### src/rtl/m_hart_arbiter_if.sv
// Bundle between the hart clusters and the shared-port arbiter: request/grant plus LR/SC/store events.
interface m_hart_arbiter_if #(
  parameter int NHARTS = 2,
  parameter int AW     = 32,
  parameter int HW     = 1
);
  logic [NHARTS-1:0]    w_req;
  logic                 w_busy;
  logic [NHARTS-1:0]    w_grant;
  logic [HW-1:0]        w_grant_id;
  logic                 w_gvalid;
  logic [NHARTS*AW-1:0] w_addr;
  logic [NHARTS-1:0]    w_lr;
  logic [NHARTS-1:0]    w_sc;
  logic [NHARTS-1:0]    w_st;
  logic [NHARTS-1:0]    w_inval;
  logic [NHARTS-1:0]    w_sc_ok;
  logic [NHARTS-1:0]    w_resv;

  modport master (
    output w_req, w_busy, w_addr, w_lr, w_sc, w_st, w_inval,
    input  w_grant, w_grant_id, w_gvalid, w_sc_ok, w_resv
  );

  modport slave (
    input  w_req, w_busy, w_addr, w_lr, w_sc, w_st, w_inval,
    output w_grant, w_grant_id, w_gvalid, w_sc_ok, w_resv
  );
endinterface

### src/rtl/m_hart_arbiter.sv
// Round-robin arbiter for NHARTS harts onto one memory port plus the shared LR/SC reservation table.
// Grant registered one cycle after request; w_busy freezes the current grant; one idle cycle between tenures.
module m_hart_arbiter #(
  parameter int NHARTS = 2,
  parameter int AW     = 32,
  parameter int HW     = 1
) (
  input logic             CLK,
  input logic             RST,
  m_hart_arbiter_if.slave bus
);

  typedef enum logic {IDLE, GRANT} state_t;

  state_t            state, state_nxt;
  logic [NHARTS-1:0] grant, grant_nxt;
  logic [HW-1:0]     grant_id, grant_id_nxt;
  logic [HW-1:0]     last, last_nxt;
  logic [HW-1:0]     winner;
  logic [HW-1:0]     cand;
  logic              found;

  logic [NHARTS-1:0] resv_valid, resv_valid_nxt;
  logic [AW-3:0]     resv_addr     [NHARTS];
  logic [AW-3:0]     resv_addr_nxt [NHARTS];
  logic [AW-3:0]     word          [NHARTS];
  logic [NHARTS-1:0] sc_ok;

  // Scan starts just after the previous owner so every waiter is reached within NHARTS-1 tenures.
  always_comb begin
    winner = '0;
    found  = 1'b0;
    cand   = '0;
    for (int i = 1; i <= NHARTS; i++) begin
      cand = HW'((int'(last) + i) % NHARTS);
      if (!found && bus.w_req[cand]) begin
        found  = 1'b1;
        winner = cand;
      end
    end
  end

  always_comb begin
    state_nxt    = state;
    grant_nxt    = grant;
    grant_id_nxt = grant_id;
    last_nxt     = last;
    case (state)
      IDLE: begin
        if (found) begin
          grant_nxt    = NHARTS'(1) << winner;
          grant_id_nxt = winner;
          state_nxt    = GRANT;
        end
      end
      GRANT: begin
        if (!bus.w_req[grant_id] && !bus.w_busy) begin
          last_nxt  = grant_id;
          grant_nxt = '0;
          state_nxt = IDLE;
        end
      end
      default: state_nxt = IDLE;
    endcase
  end

  always_ff @(posedge CLK) begin
    if (RST) begin
      state    <= IDLE;
      grant    <= '0;
      grant_id <= '0;
      last     <= HW'(NHARTS - 1);
    end else begin
      state    <= state_nxt;
      grant    <= grant_nxt;
      grant_id <= grant_id_nxt;
      last     <= last_nxt;
    end
  end

  // Events only act for the granted hart; the grant is one-hot so at most one hart fires per cycle.
  always_comb begin
    resv_valid_nxt = resv_valid & ~bus.w_inval;
    for (int h = 0; h < NHARTS; h++) begin
      word[h]          = bus.w_addr[h*AW+2 +: AW-2];
      resv_addr_nxt[h] = resv_addr[h];
      sc_ok[h]         = grant[h] && bus.w_sc[h] && resv_valid[h] && (resv_addr[h] == word[h]);
    end
    for (int g = 0; g < NHARTS; g++) begin
      if (grant[g]) begin
        if (bus.w_sc[g]) begin
          resv_valid_nxt[g] = 1'b0;
          for (int k = 0; k < NHARTS; k++) begin
            if (sc_ok[g] && k != g && resv_valid[k] && resv_addr[k] == word[g])
              resv_valid_nxt[k] = 1'b0;
          end
        end else if (bus.w_lr[g]) begin
          resv_valid_nxt[g] = 1'b1;
          resv_addr_nxt[g]  = word[g];
        end else if (bus.w_st[g]) begin
          for (int k = 0; k < NHARTS; k++) begin
            if (resv_valid[k] && resv_addr[k] == word[g])
              resv_valid_nxt[k] = 1'b0;
          end
        end
      end
    end
  end

  always_ff @(posedge CLK) begin
    if (RST) begin
      resv_valid <= '0;
      for (int h = 0; h < NHARTS; h++) resv_addr[h] <= '0;
    end else begin
      resv_valid <= resv_valid_nxt;
      for (int h = 0; h < NHARTS; h++) resv_addr[h] <= resv_addr_nxt[h];
    end
  end

  assign bus.w_grant    = grant;
  assign bus.w_grant_id = grant_id;
  assign bus.w_gvalid   = |grant;
  assign bus.w_sc_ok    = sc_ok;
  assign bus.w_resv     = resv_valid;

endmodule

### src/flat_wrapper.sv
// flat-port wrapper written by rule: the top's interface ports become plain ports
module m_hart_arbiter_flat 
#(
  parameter int NHARTS = 2,
  parameter int AW     = 32,
  parameter int HW     = 1
)
  (CLK, RST, bus_w_req, bus_w_busy, bus_w_addr, bus_w_lr, bus_w_sc, bus_w_st, bus_w_inval, bus_w_grant, bus_w_grant_id, bus_w_gvalid, bus_w_sc_ok, bus_w_resv);
  m_hart_arbiter_if #(.NHARTS(NHARTS), .AW(AW), .HW(HW)) bus_i ();
  input logic CLK;
  input logic RST;
  input wire logic [$bits(bus_i.w_req)-1:0] bus_w_req;
  input wire logic [$bits(bus_i.w_busy)-1:0] bus_w_busy;
  input wire logic [$bits(bus_i.w_addr)-1:0] bus_w_addr;
  input wire logic [$bits(bus_i.w_lr)-1:0] bus_w_lr;
  input wire logic [$bits(bus_i.w_sc)-1:0] bus_w_sc;
  input wire logic [$bits(bus_i.w_st)-1:0] bus_w_st;
  input wire logic [$bits(bus_i.w_inval)-1:0] bus_w_inval;
  output wire logic [$bits(bus_i.w_grant)-1:0] bus_w_grant;
  output wire logic [$bits(bus_i.w_grant_id)-1:0] bus_w_grant_id;
  output wire logic [$bits(bus_i.w_gvalid)-1:0] bus_w_gvalid;
  output wire logic [$bits(bus_i.w_sc_ok)-1:0] bus_w_sc_ok;
  output wire logic [$bits(bus_i.w_resv)-1:0] bus_w_resv;
  assign bus_i.w_req = bus_w_req;
  assign bus_i.w_busy = bus_w_busy;
  assign bus_i.w_addr = bus_w_addr;
  assign bus_i.w_lr = bus_w_lr;
  assign bus_i.w_sc = bus_w_sc;
  assign bus_i.w_st = bus_w_st;
  assign bus_i.w_inval = bus_w_inval;
  assign bus_w_grant = bus_i.w_grant;
  assign bus_w_grant_id = bus_i.w_grant_id;
  assign bus_w_gvalid = bus_i.w_gvalid;
  assign bus_w_sc_ok = bus_i.w_sc_ok;
  assign bus_w_resv = bus_i.w_resv;
  m_hart_arbiter #(.NHARTS(NHARTS), .AW(AW), .HW(HW)) u_core (.CLK(CLK), .RST(RST), .bus(bus_i));
endmodule
### config.mk
export PLATFORM = sky130hd
export DESIGN_NAME = m_hart_arbiter_flat
export DESIGN_NICKNAME = d
export VERILOG_FILES = /design/src/rtl/m_hart_arbiter_if.sv /design/src/rtl/m_hart_arbiter.sv /design/src/flat_wrapper.sv
export SDC_FILE = /design/constraint.sdc
export NUM_CORES = 1
export LEC_CHECK = 0
export ABC_AREA = 1
export CELL_PAD_IN_SITES_DETAIL_PLACEMENT = 0
export CELL_PAD_IN_SITES_GLOBAL_PLACEMENT = 1
export CORE_ASPECT_RATIO = 0.6
export CORE_MARGIN = 5
export CORE_UTILIZATION = 39
export DETAILED_ROUTE_END_ITERATION = 8
export GPL_ROUTABILITY_DRIVEN = 0
export GPL_TIMING_DRIVEN = 0
export HOLD_SLACK_MARGIN = 0.06
export PLACE_DENSITY_LB_ADDON = 0.1
export REMOVE_ABC_BUFFERS = 1
export SLEW_MARGIN = 20
export SYNTH_ARGS = -nofsm -noshare
export SYNTH_HDL_FRONTEND = slang
export SYNTH_SLANG_ARGS = --single-unit
export TNS_END_PERCENT = 30
### constraint.sdc
create_clock -name CLK -period 3.1 [get_ports CLK]
set_input_delay 0.775 -clock CLK [delete_from_list [all_inputs] [get_ports CLK]]
set_output_delay 0.775 -clock CLK [all_outputs]
set_load 0.01 [all_outputs]
==> results of run 1 <==
[logic make-up (layout without fill, tap and decap cells)]
group	count (synthesis)	after routing	synth area share [%]
AND/OR/NAND/NOR	220	220	22.2
XOR/XNOR	68	68	14.7
flip-flops	67	67	33.1
AO/OA/AOI/OAI	151	151	19.5
buffers and inverters	111	207	10.5
[state kept, by name (all words and copies together), names as in the netlist]
signal and count:
u_core.bus.w_grant 2, u_core.bus.w_grant_id 1, u_core.bus.w_resv 2, u_core.last 1, u_core.resv_addr 60, u_core.state 1
[per-stage QoR]
stage               cells  setup slack (ns)
CTS                   845          -0.00659
floorplan             599             0.190
finish                848            0.0377
global placement      814             -1.81
global route          848           0.00242
detailed placement    817            -0.649
[power breakdown]
part,switching (uW),internal (uW)
Clock,400,579
Combinational,238,205
Sequential,39.3,899
Total,678,1680
[worst max-delay path: stages]
cell	delay [ns]
clkdlybuf4s50_1	0.59
xnor2_2	0.15
nand2_1	0.08
nor2_1	0.10
nand2_1	0.10
nor2_4	0.13
nand3_2	0.09
nor3_2	0.12
buf_2	0.16
[routing by layer]
| layer | wire (microns) | vias to the layer above |
|---|---|---|
| li1 | - | 2162 |
| met1 | 6590 | 1973 |
| met2 | 5600 | 139 |
| met3 | 1320 | 14 |
| met4 | 145 | 0 |
| met5 | 0 | - |
[cell type report]
cell class	instances	area, sq um
clock buffer	11	253
clock inverter	5	27.5
fill	942	4450
inverter	93	349
multi-input combinational	439	2420
sequential	67	1340
tap	135	169
timing repair buffer	98	1020
[how the worst max path moves through the flow]
| stage | startpoint | slack (ns) | end |
|---|---|---|---|
| finish | bus_w_addr[7] | 0.04 | bus_w_sc_ok[0] |
| global placement | bus_w_sc[1] | -1.81 | u_core.resv_addr[0][35]$_SDFFE_PP0P_ |
| detailed placement | bus_w_addr[44] | -0.65 | bus_w_sc_ok[1] |
| floorplan | bus_w_sc[1] | 0.19 | u_core.resv_addr[0][35]$_SDFFE_PP0P_ |
| global route | bus_w_addr[22] | 0.002 | bus_w_sc_ok[0] |
| CTS | bus_w_addr[60] | -0.007 | bus_w_sc_ok[1] |
[layout by cell type (no fill, tap or decap), drive strengths merged, types with 8 or more instances in the layout]
cell | synthesis | final
a21oi | 62 | 62
buf | 6 | 20
clkbuf | 12 | 11
clkdlybuf4s50 | 0 | 37
dfxtp | 67 | 67
dlygate4sd2 | 0 | 10
dlymetal6s2s | 0 | 31
inv | 93 | 93
nand2 | 120 | 120
nand3 | 14 | 14
nand4 | 8 | 8
nor2 | 65 | 65
o21ai | 68 | 68
o22ai | 17 | 17
xnor2 | 54 | 54
xor2 | 14 | 14
[timing repair]
action                     CTS  global route
hold endpoints to repair     0             0
pin swaps                    8            16
setup buffers               12             3
setup endpoints to repair    2             3
resized for setup           31            48
==> flow_metrics.py, run 1 <==
metrics = {
    "global_routing": {
        "grt_util_all_layers_pct": 22.0,
        "use_met3_pct": 6.31,
        "initial_antenna_violation_count": 0,
        "grt_pass1_vias": 4031,
        "met2_usage_pct": 31.6,
        "grt-ovfl-total": 0,
        "grt_start_max_net_pins": 62,
        "global_route_met1_utilization_pct": 32.6,
        "grt_busiest_layer": "met1",
        "grt_pass1_wl_mm": 21.3,
    },
    "logic_synthesis": {
        "avg_synthesized_cell_area_sq_um": 6.57,
        "synth.most_common_cell": "nand2_1",
        "synth_top_area_share_pct": 33.1,
        "postSynthRegisterBits": 67,
        "synth_async_reset_ratio_pct": 0,
        "synth.cells.most_frequent": "nand2_1, inv_1, dfxtp_1",
        "synthesis.instances": 617,
        "synth-warning-count": 0,
        "synth_top_flop_cell": "dfxtp_1",
        "synth.yosys.seq_area_share_pct": 33.1,
        "post_synthesis_instance_area_sq_um": 4060,
        "synth.distinct_cells": 28,
        "number_of_synthesized_flops_with_an_enable_pin": 0,
        "cell_type_with_the_highest_aggregate_area_in_the_netlist": "dfxtp_1",
        "synth.top_cells.by_area": "dfxtp_1, xnor2_1, nand2_1, inv_1, o21ai_0",
    },
    "clock_tree": {
        "clk_pin_slew_worst_setup_hold_paths_ns": 0.06,
        "cts-htree-levels": 3,
        "cts_tree": "yes",
        "root_buf_cell": "clkbuf_16",
        "cts_inserted_buffers": 9,
        "numClockSinks": 67,
        "cts_buffer_depth": 2,
        "cts_hold_repair.buffers": 0,
        "worst_skew_pair.late_latency_ns": 0.33,
    },
    "drt": {
        "routed_wl_mm": 13.7,
        "via_count": 4288,
        "drt.antenna.violating_nets": 0,
        "drtIter0Drc": 389,
        "drt-pass1-iter-count": 5,
        "via_per_instance_ratio": 5.06,
        "wl_per_cell_microns": 16.1,
        "drc_violations_left": 0,
    },
    "sta": {
        "clock-skew-final_ns": 0.00335,
        "unrepaired_setup_endpoints_after_global_routing": "false",
        "fin_crit_sh_pct": 98.8,
        "whs_ns": 0.479,
        "totalNegativeSetupSlack_ns": 0,
        "worstMarginPinSlew_ns": 0.660,
        "fmax_mhz": 327,
        "hold_viol": 0,
        "slew_viol_final": 0,
        "finalWorstPathRequiredPeriod_ns": 3.06,
        "setup-violations-final": 0,
        "remaining_max_slew_budget_at_the_tightest_pin_pct": 56.0,
    },
    "critical_path": {
        "critical_path.reg2reg.startpoint": "u_core.resv_addr[0][10]$_SDFFE_PP0P_",
        "crit_path_max_fanout": 4,
        "setup.reg_to_reg.worst_slack_ns": 0.59,
        "rr_worst_depth": 19,
        "critical_path.startpoint_type": "input pin",
        "critPathCaptureType": "output port",
        "reg2reg_to": "u_core.bus.w_resv[0]$_SDFF_PP0_",
        "cp_data_arrival_time_ns": 2.29,
        "worst_ep_required_time_ns": 2.32,
        "critical_path_class": "in -> out",
    },
    "final_layout": {
        "drive_above_1_share_pct": 9.96,
        "antennaDiodeCount": 0,
        "syn_to_final_growth_pct": 37.5,
        "final_area_sq_um": 5570,
        "post_layout_nets": 785,
        "final_util_pct": 55.6,
    },
    "die": {
        "die_h_microns": 89.0,
        "num_rows": 28,
        "floorplan.core_area_sq_um": 10000,
        "ios": 85,
        "starting_utilization_of_the_core_area_pct": 40.5,
        "die_area_sq_um": 12600,
        "die-width_microns": 142,
    },
    "worst_hold_path": {
        "timing.hold.worst.class": "reg -> reg",
        "timing.hold.worst_path_depth": 2,
        "timing.hold.worst.start": "u_core.last$_SDFFE_PP1P_",
        "holdPathEnd": "u_core.last$_SDFFE_PP1P_",
    },
    "place": {
        "placed_cell_area_sq_um": 5020,
        "port_buffers": 80,
        "dp_hpwl_mm": 10.3,
    },
    "power_and_ir_drop": {
        "p_leak_uw": 0.00250,
        "areal_power_density_over_the_cells_nw_per_um2": 424,
        "finalPower_uw": 2360,
        "vdd_drop_max_mv": 0.291,
    },
    "run_status": {
        "run_status": "completed",
    },
    "run": {
        "maxCapViolCount": 0,
    },
}
No activity file was read; power rests on OpenSTA's default activity.
==> run 2: changes to the inputs <==
Settings changed: ABC_CLOCK_PERIOD_IN_PS set to 3100.
==> results of run 2 <==
Final layout, timing and power as in run 1 (identical DEF).
